**config.mk**
```make
export PLATFORM = sky130hd
export DESIGN_NAME = cache_refill_arbiter
export DESIGN_NICKNAME = d
export VERILOG_FILES = /design/src/rtl/cache_refill_arbiter.sv
export SDC_FILE = /design/constraint.sdc
export NUM_CORES = 1
export LEC_CHECK = 0
export ABC_AREA = 1
export CORE_AREA = 2 2 152 154
export CTS_CLUSTER_SIZE = 16
export DETAILED_ROUTE_END_ITERATION = 8
export DIE_AREA = 0 0 154 156
export SETUP_SLACK_MARGIN = 0.2
export SYNTH_ARGS = -nofsm -noshare
export SYNTH_HDL_FRONTEND = slang
export SYNTH_SLANG_ARGS = --single-unit
```
**constraint.sdc**
```tcl
create_clock -name clk -period 4.8 [get_ports clk]
set_input_delay 0.96 -clock clk [delete_from_list [all_inputs] [get_ports clk]]
set_output_delay 0.96 -clock clk [all_outputs]
set_load 0.05 [all_outputs]
```
**src/rtl/cache_refill_arbiter.sv**
```systemverilog
// Merges NUM_PORTS cache refill/writeback streams onto one memory port (round-robin),
// routes in-order responses back through a tag FIFO, and aggregates per-cache flush completions.
module cache_refill_arbiter #(
    parameter int NUM_PORTS       = 2,
    parameter int MAX_OUTSTANDING = 4,
    parameter int REQ_W           = 77,
    parameter int RESP_W          = 47
) (
    input  logic                        clk,
    input  logic                        reset,
    input  logic [NUM_PORTS-1:0]        cache_req_val,
    output logic [NUM_PORTS-1:0]        cache_req_rdy,
    input  logic [NUM_PORTS*REQ_W-1:0]  cache_req_msg,
    output logic [NUM_PORTS-1:0]        cache_resp_val,
    input  logic [NUM_PORTS-1:0]        cache_resp_rdy,
    output logic [NUM_PORTS*RESP_W-1:0] cache_resp_msg,
    output logic                        memreq_val,
    input  logic                        memreq_rdy,
    output logic [REQ_W-1:0]            memreq_msg,
    input  logic                        memresp_val,
    output logic                        memresp_rdy,
    input  logic [RESP_W-1:0]           memresp_msg,
    input  logic                        flush,
    input  logic [NUM_PORTS-1:0]        cache_flush_done,
    output logic                        flush_done,
    output logic [1:0]                  flush_state_o
);
    localparam int IDX_W = (NUM_PORTS > 1) ? $clog2(NUM_PORTS) : 1;
    localparam int PTR_W = $clog2(MAX_OUTSTANDING);
    localparam int CNT_W = PTR_W + 1;

    typedef enum logic [1:0] {FL_IDLE = 2'd0, FL_WAIT = 2'd1, FL_DONE = 2'd2} flush_state_e;

    logic [IDX_W-1:0] rr_ptr_q, rr_ptr_d;
    logic [IDX_W-1:0] grant;
    logic [IDX_W:0]   cand;
    logic             any_val;
    logic [IDX_W-1:0] tag_q [MAX_OUTSTANDING];
    logic [PTR_W-1:0] wr_ptr_q, rd_ptr_q;
    logic [CNT_W-1:0] count_q, count_d;
    logic [IDX_W-1:0] head;
    logic             full, empty, req_fire, resp_fire;

    flush_state_e         fl_q, fl_d;
    logic [NUM_PORTS-1:0] sticky_q, sticky_d, seen;

    // First valid channel at or after rr_ptr, scanning cyclically.
    always_comb begin
        any_val = 1'b0;
        grant   = '0;
        cand    = '0;
        for (int k = 0; k < NUM_PORTS; k++) begin
            cand = {1'b0, rr_ptr_q} + (IDX_W+1)'(k);
            if (cand >= (IDX_W+1)'(NUM_PORTS)) cand = cand - (IDX_W+1)'(NUM_PORTS);
            if (!any_val && cache_req_val[cand[IDX_W-1:0]]) begin
                any_val = 1'b1;
                grant   = cand[IDX_W-1:0];
            end
        end
    end

    // Handshakes are valid/ready: a transfer happens in a cycle where both are high;
    // valid never depends on ready. Reset gates the request side so it drops asynchronously.
    assign full       = (count_q == CNT_W'(MAX_OUTSTANDING));
    assign empty      = (count_q == '0);
    assign memreq_val = reset & any_val & ~full;
    assign memreq_msg = cache_req_msg[int'(grant)*REQ_W +: REQ_W];
    assign req_fire   = memreq_val & memreq_rdy;

    assign head           = tag_q[rd_ptr_q];
    assign memresp_rdy    = ~empty & cache_resp_rdy[head];
    assign resp_fire      = memresp_val & memresp_rdy;
    assign cache_resp_msg = {NUM_PORTS{memresp_msg}};

    always_comb begin
        cache_req_rdy  = '0;
        cache_resp_val = '0;
        if (memreq_val) cache_req_rdy[grant] = memreq_rdy;
        if (!empty) cache_resp_val[head] = memresp_val;
    end

    always_comb begin
        rr_ptr_d = rr_ptr_q;
        if (req_fire) begin
            if (int'(grant) == NUM_PORTS - 1) rr_ptr_d = '0;
            else rr_ptr_d = grant + IDX_W'(1);
        end
        count_d = count_q + CNT_W'(req_fire) - CNT_W'(resp_fire);
    end

    always_ff @(posedge clk or negedge reset) begin
        if (!reset) begin
            rr_ptr_q <= '0;
            wr_ptr_q <= '0;
            rd_ptr_q <= '0;
            count_q  <= '0;
            for (int i = 0; i < MAX_OUTSTANDING; i++) tag_q[i] <= '0;
        end else begin
            rr_ptr_q <= rr_ptr_d;
            count_q  <= count_d;
            if (req_fire) begin
                tag_q[wr_ptr_q] <= grant;
                wr_ptr_q        <= wr_ptr_q + PTR_W'(1);
            end
            if (resp_fire) rd_ptr_q <= rd_ptr_q + PTR_W'(1);
        end
    end

    // Completions arriving in the flush-start cycle count toward the new flush.
    always_comb begin
        fl_d       = fl_q;
        sticky_d   = sticky_q;
        flush_done = 1'b0;
        seen       = sticky_q | cache_flush_done;
        case (fl_q)
            FL_IDLE: begin
                if (flush) begin
                    sticky_d = cache_flush_done;
                    fl_d     = FL_WAIT;
                end
            end
            FL_WAIT: begin
                sticky_d = seen;
                if (&seen) fl_d = FL_DONE;
            end
            FL_DONE: begin
                flush_done = 1'b1;
                fl_d       = FL_IDLE;
            end
            default: fl_d = FL_IDLE;
        endcase
    end

    always_ff @(posedge clk or negedge reset) begin
        if (!reset) begin
            fl_q     <= FL_IDLE;
            sticky_q <= '0;
        end else begin
            fl_q     <= fl_d;
            sticky_q <= sticky_d;
        end
    end

    assign flush_state_o = fl_q;
endmodule

```
# == Word-level counts from Yosys, hierarchy flattened ==
# Index checks and enable logic that the tools add are counted.
# op_classes
multipliers,1
bitwise,12
n_mux,31
n_eq_ne,5
order_cmp,11
n_addsub,8
n_reduce_logical,11
shifts,1
# ops
operator,n
$shiftx 154x9->77,1
$mux 1,19
$mux 2,5
$lt 1x2->1 const B,4
$mul 1x7->8 const B,1
$pmux 2 s2,2
$ge 3x3->1 const B,2
$not 2->3,2
$reduce_and 2->1,3
$and 1x1->1,5
$add 2x1->2 const B,2
$and 2x2->2,2
$bwmux 4,1
$logic_and 1x1->1,4
$ne 2x2->1 const B,2
$add 3x1->3,1
$eq 3x3->1 const B,1
$logic_not 3->1,1
$lt 3x1->1 const B,1
$sub 3x1->3,1
$add 1x1->2 const B,1
$bmux 1 s2,1
$demux 1 s1,2
$demux 1 s2,1
other kinds (12),15
# totals
output_inout_bits,180
inputBits,212
word_cells,90
register_bits,16

# == Logic depth before layout (Yosys ltp) ==
# logic_depth
word_depth,14
mapped_depth,13
ltp_nobuf,13

# == Least setup slack after synthesis ==
# OpenSTA, ideal clock, no wires.
# synth_timing
path_type,input to output
startpoint,input port cache_req_val[1]
endpoint,output port cache_req_rdy[1]
required_ns,3.840
setup_slack_ns,1.681
n_path_buf,2
path_stages,6
arrival_ns,2.159
cell_sequence,inv_2 > a21oi_4 > inv_2 > buf_2 > buf_2 > nor2_1
# synth_between
elab_chain_len,12
elab_cells_between_ends,19
cone_classes,2 x order compare; 11 x mux; 3 x bitwise; 3 x reduce/logical
# synth_rtl
item,line,source
start: declaration,11,"input logic [NUM_PORTS-1:0] cache_req_val,"
$mux 1 (not written as such) (2 in a row),55,if (!any_val && cache_req_val[cand[IDX_W-1:0]]) begin
$mux 1,55,
$logic_not 1->1,55,
$logic_and 1x1->1,55,
$mux 1,55,
$lt 1x2->1 (not written as such) or $ge 1x1->1 (tied branches),78,if (memreq_val) cache_req_rdy[grant] = memreq_rdy;
$logic_and 1x1->1 (not written as such),78,
$mux 1 (not written as such),78,
$demux 1 s1,78,
$and 2x2->2 (no source line),-,
$mux 2 *,78,
end: declaration,12,"output logic [NUM_PORTS-1:0] cache_req_rdy,"
# Mark *: on every way between the ends. The rest lies on a longest branch, timed or not. The select of a mux whose other input is x is not followed.

# == Final worst setup path ==
# layout_timing
startpoint,input port cache_req_val[1]
endpoint,output port memreq_msg[25]
# layout_between
elab_chain_len,8
elab_cells_between_ends,11
cone_classes,1 x mul; 1 x shift; 7 x mux; 2 x reduce/logical
# layout_rtl
item,line,source
$mux 1 (not written as such) (2 in a row),55,
$mux 1,55,
$logic_not 1->1,55,
$logic_and 1x1->1,55,
$mux 1 *,55,
$mul 1x7->8 *,67,assign memreq_msg = cache_req_msg[int'(grant)*REQ_W +: REQ_W];
$shiftx 154x9->77 *,67,
end: declaration,19,"output logic [REQ_W-1:0] memreq_msg,"
# Marks and branches as above.

==> flow_summary_export.csv <==
group,metric,value,unit
clocking,clkLatencyLatePin,0.25,ns
clocking,clkSinkCount,16,
die,pin_count,392,
routing,vias,3000,
routing,drcViolationCount,0,
clocking,htree_num_levels,1,
grt,use_met3,0.0461,
power,max-vdd-ir-drop,156,µV
timing,slew_viol_final,0,
logic_synthesis,syn-instance-count,450,
logic_synthesis,ys_seq_area_frac,0.157,
grt,use_met1,0.0837,
power,net-switching-power,0.000966,W
die,die_area,0.0240,mm²
routing,wl_per_cell,12.5,µm
die,die_h,156,µm
power,power_frac_seq,0.128,
timing,fin_crit_sh,0.783,
place,portBuffers,250,
clocking,hold_buffers,0,
routing,dr.first_iter.drc_count,101,
critical_path,critPathMaxFanout,77,
grt,antenna_found_initial,0,
logic_synthesis,yosysWarnings,0,
place,gp_congestion,0.722,
outcome,status,"complete, no violations",
logic_synthesis,ys_top_cells_by_area,"nand2_1 38%, buf_4 29%, dfrtp_1 16%",
die,rows,55,
logic_synthesis,syn_nets,669,
die,die_w,154,µm
timing,tightest_slew,0.813,ns
grt,top_usage_layer,"met2",
power,p_int,0.00101,W
logic_synthesis,synth_top_area_frac,0.382,
grt,grt.overflow.total,0,
routing,ant_nets,0,
critical_path,setup.worst_path.start_class,"input pin",
place,dp_hpwl,9390,µm
timing,finalCriticalPeriod,3.76,ns
clocking,cts_tree,"built",
finish,diodes,0,
routing,first_pass_iters,4,
routing,wl,11100,µm
logic_synthesis,ys_ff_latch,16,
logic_synthesis,synth_largest_area_cell,"nand2_1",
grt,grtUsageMet2,0.156,
grt,grt_pass1_vias,3021,
finish,drive_gt1_frac,0.153,
timing,max_clock_freq,266,MHz
clocking,cts.clk_slew.worst_paths,0.05,ns
power,clkPwrFrac,0.090,
finish,fin_nets,816,
finish,final_core_util,0.247,
logic_synthesis,syn_area,0.00255,mm²
min_path,hp-class,"flip-flop to flip-flop",
logic_synthesis,ys_types,20,
clocking,clockRootBuffer,"clkbuf_16",
critical_path,required,3.84,ns
clocking,cts_buffer_depth,2,
grt,grt_pass1_wl,16300,µm
timing,rsz0062_at_grt,"false",
clocking,ctsResizeCount,0,
timing,setup_viol,0,
timing,skew,0.00175,ns
grt,grt_usage,0.0854,
die,start_util,0.114,
flow_run,cap_viol_max_count,0,
power,leakage,2.63,nW
critical_path,ff2ff_setup_slack,2.56,ns
critical_path,crit_type,"input pin to output port",
die,coreArea,0.0224,mm²
timing,setup_tns,0,ns
finish,area_delta_synth_final,117,%
routing,vias_per_cell,3.41,
clocking,post_cts_buffers,0,
grt,grt_max_degree,78,
power,power.density,358,mW/mm²
critical_path,worstSetupEndpointType,"output port",
logic_synthesis,avgSynthCellArea,5.66,µm²
power,combPwrFrac,0.781,
power,p_sw_frac,0.488,
clocking,cts-buffers-inserted,3,
timing,slew_headroom,0.458,
timing,hold_violations,0,
critical_path,worstPathArrival,2.80,ns
## cell families (layout without fill, tap and decap cells)
| group | after synthesis | after routing | synth area share |
|---|---|---|---|
| flip-flops | 16 | 16 | 0.157 |
| XOR/XNOR | 4 | 4 | 0.0138 |
| buffers and inverters | 133 | 279 | 0.344 |
| AND/OR/NAND/NOR | 277 | 277 | 0.416 |
| adder cells (fa/ha/maj) | 7 | 7 | 0.0373 |
| AO/OA/AOI/OAI | 13 | 13 | 0.0315 |
## final timing paths
check | endpoint | cells past startpoint | start
worst max register to register | count_q[2]$_DFF_PN0_ | 13 | rd_ptr_q[0]$_DFFE_PN0P_
min in group asynchronous | tag_q[0]$_DFFE_PN0P_ | 2 | reset
worst min-delay path | tag_q[1]$_DFFE_PN0P_ | 2 | tag_q[1]$_DFFE_PN0P_
worst min register to register | tag_q[1]$_DFFE_PN0P_ | 2 | tag_q[1]$_DFFE_PN0P_
max in group asynchronous | rr_ptr_q$_DFFE_PN0P_ | 2 | reset
worst max-delay path | memreq_msg[25] | 7 | cache_req_val[1]
## layout by cell type (no fill, tap or decap)
| cell type | Yosys | routed |
|---|---|---|
| inv_2 | 3 | 3 |
| a21oi_4 | 1 | 1 |
| clkbuf_16 | 0 | 3 |
| o22ai_1 | 1 | 1 |
| dfrtp_1 | 16 | 16 |
| nand3_1 | 9 | 9 |
| nor3_1 | 1 | 1 |
| buf_4 | 98 | 2 |
| o21ai_0 | 9 | 9 |
| o21a_1 | 1 | 1 |
| nand3_2 | 1 | 1 |
| a21oi_1 | 1 | 1 |
| xnor2_1 | 2 | 2 |
| nor2_1 | 7 | 7 |
| fa_1 | 1 | 1 |
| buf_12 | 0 | 80 |
| clkdlybuf4s50_1 | 0 | 171 |
| xor2_1 | 2 | 2 |
| ha_1 | 6 | 6 |
| inv_1 | 19 | 19 |
| nand2_1 | 259 | 259 |
| clkbuf_8 | 0 | 1 |
## layer usage
metal	wire, µm	part of all wire
met4	203	0.018
met1	3780	0.34
met2	5530	0.50
met3	1550	0.14
met5	0	0
## registers in the layout (all words and copies together), names as in the netlist
register,flops
wr_ptr_q,2
tag_q,4
count_q,3
flush_state_o,2
sticky_q,2
rd_ptr_q,2
rr_ptr_q,1
## per-stage QoR
stage	instance area [µm²]	instances	total power (W)	setup slack, ns	hold WS [ns]
final	5530	881	0.00198	1.04	0.484
after global routing	5530	881	0.00210	0.894	0.510
after CTS	5530	881	0.00200	0.996	0.487
after detailed placement	5440	877	0.00182	1.02	0.475
after global placement	5440	877	0.00180	1.01	0.473
after floorplan	2550	450	0.00127	1.68	0.453
## critical path, cell delays in order
cell             delay [ns]
clkdlybuf4s50_1        0.50
inv_2                  0.05
a21oi_4                0.12
buf_4                  0.65
nand2_1                0.13
nand2_1                0.19
buf_12                 0.16
## layout make-up
| type | count | area (µm²) |
|---|---|---|
| Fill cell | 2417 | 16800 |
| Timing Repair Buffer | 253 | 3330 |
| Multi-Input combinational cell | 301 | 1270 |
| Sequential cell | 16 | 400 |
| Tap cell | 285 | 357 |
| Clock buffer | 4 | 88.8 |
| Inverter | 22 | 82.6 |
## power by group through the flow
stage	Combinational (W)	Clock (W)	Sequential, W
final	0.00155	0.000178	0.000254
after global placement	0.00155	0	0.000253
after floorplan	0.000994	0	0.000272
after global routing	0.00165	0.000188	0.000263
after detailed placement	0.00156	0	0.000255
after CTS	0.00157	0.000182	0.000254
## Yosys cell counts (all sizes together)
cell type and count:
a21oi 2, buf 106, clkbuf 5, dfrtp 16, fa 1, ha 6
inv 22, nand2 259, nand3 10, nor2 7, nor3 1, o21a 1
o21ai 9, o22ai 1, xnor2 2, xor2 2
Power figures use the tool's default switching activity.
